### config.mk
export PLATFORM = sky130hd
export DESIGN_NAME = parity_check16
export DESIGN_NICKNAME = d
export VERILOG_FILES = /design/src/rtl/parity_check16.sv
export SDC_FILE = /design/constraint.sdc
export NUM_CORES = 1
export LEC_CHECK = 0
export ABC_AREA = 1
export BUFFER_PORTS_ARGS = -buffer_cell sky130_fd_sc_hd__buf_2
export CELL_PAD_IN_SITES_DETAIL_PLACEMENT = 1
export CELL_PAD_IN_SITES_GLOBAL_PLACEMENT = 1
export CORE_MARGIN = 3
export CORE_UTILIZATION = 35
export DETAILED_ROUTE_END_ITERATION = 12
export PLACE_DENSITY = 0.81
export SYNTH_ARGS = -nofsm -noshare
export SYNTH_HDL_FRONTEND = slang
export SYNTH_SLANG_ARGS = --single-unit
### constraint.sdc
create_clock -name clk -period 1.7 [get_ports clk]
set_input_delay 0.255 -clock clk [delete_from_list [all_inputs] [get_ports clk]]
set_output_delay 0.255 -clock clk [all_outputs]
set_load 0.01 [all_outputs]
### src/rtl/parity_check16.sv
// Receive-side parity checker for 16-bit words. It forwards each word with an error tag
// through one registered valid/ready stage and keeps saturating/sticky error status.

module parity_xor_lane #(
  parameter int VEC_W = 4
) (
  input  logic [VEC_W-1:0] vec,
  output logic             par
);
  assign par = ^vec;
endmodule

module parity_check16 #(
  parameter int ODD      = 0,
  parameter int CNT_W    = 8,
  parameter int DROP_ERR = 0
) (
  input  logic             clk,
  input  logic             rst,
  input  logic             s_valid,
  output logic             s_ready,
  input  logic [15:0]      s_data,
  input  logic             s_par,
  output logic             m_valid,
  input  logic             m_ready,
  output logic [15:0]      m_data,
  output logic             m_err,
  input  logic             clr,
  output logic [CNT_W-1:0] err_cnt,
  output logic             err_sticky
);
  localparam int NUM_LANES = 4;
  localparam int VEC_W     = 4;

  typedef struct packed {
    logic [15:0] data;
    logic        err;
  } rsp_t;

  logic [NUM_LANES-1:0][VEC_W-1:0] lane_data;
  logic [NUM_LANES-1:0]            lane_par;
  rsp_t                            rsp_q;
  logic                            bad, acc, fwd, bad_acc;

  assign lane_data = s_data;

  // Nibble-wide partial parities, folded together with the received parity bit.
  for (genvar g = 0; g < NUM_LANES; g++) begin : g_lane
    parity_xor_lane #(.VEC_W(VEC_W)) u_lane (
      .vec (lane_data[g]),
      .par (lane_par[g])
    );
  end

  assign bad     = ^{lane_par, s_par, (ODD != 0)};
  assign s_ready = !m_valid | m_ready;
  assign acc     = s_valid & s_ready;
  // Gating by acc keeps don't-care input data out of the status registers.
  assign bad_acc = acc & bad;
  assign fwd     = acc & !((DROP_ERR != 0) && bad);

  always_ff @(posedge clk or posedge rst) begin
    if (rst) begin
      m_valid <= 1'b0;
      rsp_q   <= '0;
    end else if (fwd) begin
      m_valid <= 1'b1;
      rsp_q   <= '{data: s_data, err: bad};
    end else if (m_ready) begin
      m_valid <= 1'b0;
    end
  end

  assign m_data = rsp_q.data;
  assign m_err  = rsp_q.err;

  // A bad word accepted on the clear cycle is counted after the clear.
  always_ff @(posedge clk or posedge rst) begin
    if (rst) begin
      err_cnt    <= '0;
      err_sticky <= 1'b0;
    end else if (clr) begin
      err_cnt    <= CNT_W'(bad_acc);
      err_sticky <= bad_acc;
    end else if (bad_acc) begin
      err_sticky <= 1'b1;
      if (err_cnt != {CNT_W{1'b1}}) err_cnt <= err_cnt + CNT_W'(1);
    end
  end
endmodule
==> results.yml <==
finish:
  drive_above_1_share: 0.2615
  n_antenna_cell: 0
  stdcell_count: 335
  postLayoutCoreUtil: 0.4533
  ff_latch_area_um2: 675.6
  syn2layout_area_growth_pct: 23.18
  final_common_cell: "nand2_1"
  nNetsFinal: 307
  multi_input_area_um2: 852.1
  mostFrequentLayoutCells: "nand2_1 (93), buf_2 (49), dfrtp_1 (27)"
  nFillCells: 605
global_route:
  gr-total-overflow: 0
  grt_pass1_vias: 1620
  grt_use_total: 0.1694
  antenna_found_initial: 0
  grt_pass1_wl_mm: 7.320
  grt_max_degree: 31
setup_path:
  required_ps: 1880
  reg2reg_slack_ps: 140
  r2r_cells: 8
  reg2reg_to: "err_cnt[1]"
  critPathKind: "flop to flop"
  worstSetupStartpointType: "flop"
  worstPathArrival_ps: 1740
  setup.worst_path.end_class: "flop"
  crit_path_start: "err_cnt[0]"
  crit_fanout: 8
  timing.rr.start: "err_cnt[0]"
timing:
  finalHoldViolCount: 0
  finalSetupViolCount: 0
  final-max-slew-violation-count: 0
  fin_skew_ps: 2.816
  relSlewSlack: 0.7609
  max_freq_ghz: 0.6406
  layout_min_cycle_time_ps: 1561
  setup_tns_ps: 0
  fin_crit_sh: 0.9183
  worst_pin_slew_ps: 358.6
floorplan:
  fp.coreArea_um2: 4444
  chipHeight_um: 74.36
  io_pins: 50
  die_x_um: 74.36
  fp-row-count: 24
  dieArea_um2: 5529
  start_util: 0.3680
placed_design:
  port_buffers: 49
  hpwl_mm: 3.337
  gp_congestion: 0.8166
  dp_cells: 330
clock_tree:
  cts.sinks: 27
  ctsHoldBuffers: 0
  clkLatencyLatePin_ps: 280
  htreeDepth: 1
  cts_buffers: 3
  cts_root_buf: "clkbuf_8"
  clk_pin_slew_worst_paths_ps: 100
  cts_tree: "yes"
  clk_path_buf_depth: 2
yosys:
  synth_fp_nets: 254
  synthCells: 231
  netlist_area_um2: 1635
  synth_area_leaders: "dfrtp_1 (41%), nand2_1 (22%), nand3_1 (7.0%), inv_1 (6.2%), nand3_2 (3.7%)"
  yosysTopAreaCell: "dfrtp_1"
  ys_types: 19
  yosysWarnings: 0
  synth-seq-cells: 27
  yosysSeqAreaShare: 0.4132
  synth_top_area_share: 0.4132
  syn-mean-instance-area_um2: 7.079
power:
  power_mw: 1.654
  ir_drop_mv: 0.2855
  p_leak_nw: 1.170
  powerDensity_nw_per_um2: 821.1
routing:
  route.detailed.drc: 0
  vias: 1609
  firstDrtPassIters: 4
  drt_iter0_drc: 84
  via_per_inst: 4.803
  postRouteAntennaNets: 0
  wl_per_cell_um: 12.94
  drt_wl_total_mm: 4.335
status:
  status: "finished, final reports clean"
hold_path:
  min_path_type: "input pin to async pin"
job:
  max_cap_viol_count: 0
[worst max-delay path, cell delays in order (launching register included)]
cell and delay (ps):
dfrtp_1 420, ha_2 220, nand3_2 100, inv_2 80, nand4_1 130, nor2_2 180
nand2_2 150, nand3_1 120, nand2_1 60
[registers in the layout (all words and copies together) (netlist names)]
signal	cells
err_sticky	1
m_err	1
err_cnt	8
m_data	16
m_valid	1
[per-layer routing]
| metal | GRT usage | share of wire |
|---|---|---|
| met1 | 0.2159 | 0.46 |
| met2 | 0.3012 | 0.49 |
| met3 | 0.01757 | 0.036 |
| met4 | 0.05336 | 0.015 |
| met5 | 0 | 0 |
[synthesized netlist by cell type, drive strengths merged]
library cell and count:
a31oi 1, buf 1, clkbuf 4, dfrtp 27
ha 1, inv 27, nand2 98, nand3 31
nand4 2, nor2 16, nor3b 1, o21ai 13
xnor2 5, xor2 4
[area by class of cell]
| type | instances | area share |
|---|---|---|
| multi-input cells | 172 | 0.4230 |
| flip-flops and latches | 27 | 0.3354 |
| repair buffers | 53 | 0.1366 |
| inverters | 27 | 0.05031 |
| well taps | 52 | 0.03230 |
| clock buffers | 4 | 0.02236 |
[power by group]
| part | internal, mW | switching, mW | total [mW] |
|---|---|---|---|
| Combinational | 0.187 | 0.306 | 0.493 |
| Clock | 0.169 | 0.217 | 0.386 |
| Sequential | 0.722 | 0.0532 | 0.775 |
| Total | 1.08 | 0.576 | 1.65 |
[stage by stage]
| stage | area [µm²] | setup slack [ps] | hold slack, ps |
|---|---|---|---|
| 2_1_floorplan | 1635 | 253.8 | 307.7 |
| 3_3_place_gp | 1949 | 186.7 | 334.9 |
| 3_5_place_dp | 1949 | 35.00 | 346.7 |
| 4_1_cts | 1994 | 20.58 | 42.93 |
| 5_1_grt | 2014 | -2.146 | 69.87 |
| 6_report | 2014 | 138.9 | 25.69 |
[how the worst max path moves through the flow]
stage / to / cells past startpoint / slack (ps)
after floorplan: err_cnt[0] / 8 / 250
after global placement: err_cnt[0] / 8 / 190
after detailed placement: err_cnt[1] / 8 / 30
after CTS: err_cnt[1] / 8 / 20
after global routing: err_cnt[1] / 9 / -2
final: err_cnt[1] / 8 / 140
[logic make-up (layout without fill, tap and decap cells)]
group,after synthesis,in the layout,share of synthesized area
AND/OR/NAND/NOR,148,148,0.4116
buffers and inverters,32,84,0.07345
adder cells (fa/ha/maj),1,1,0.007650
flip-flops,27,27,0.4132
AO/OA/AOI/OAI,14,14,0.04591
XOR/XNOR,9,9,0.04820
[repair_timing]
item,4_1_cts,5_1_grt
setup endpoints to repair,0,8
resized for setup,0,5
buffers inserted,0,1
hold endpoints to repair,0,0
Note: power is estimated with default switching activity, not from simulation.
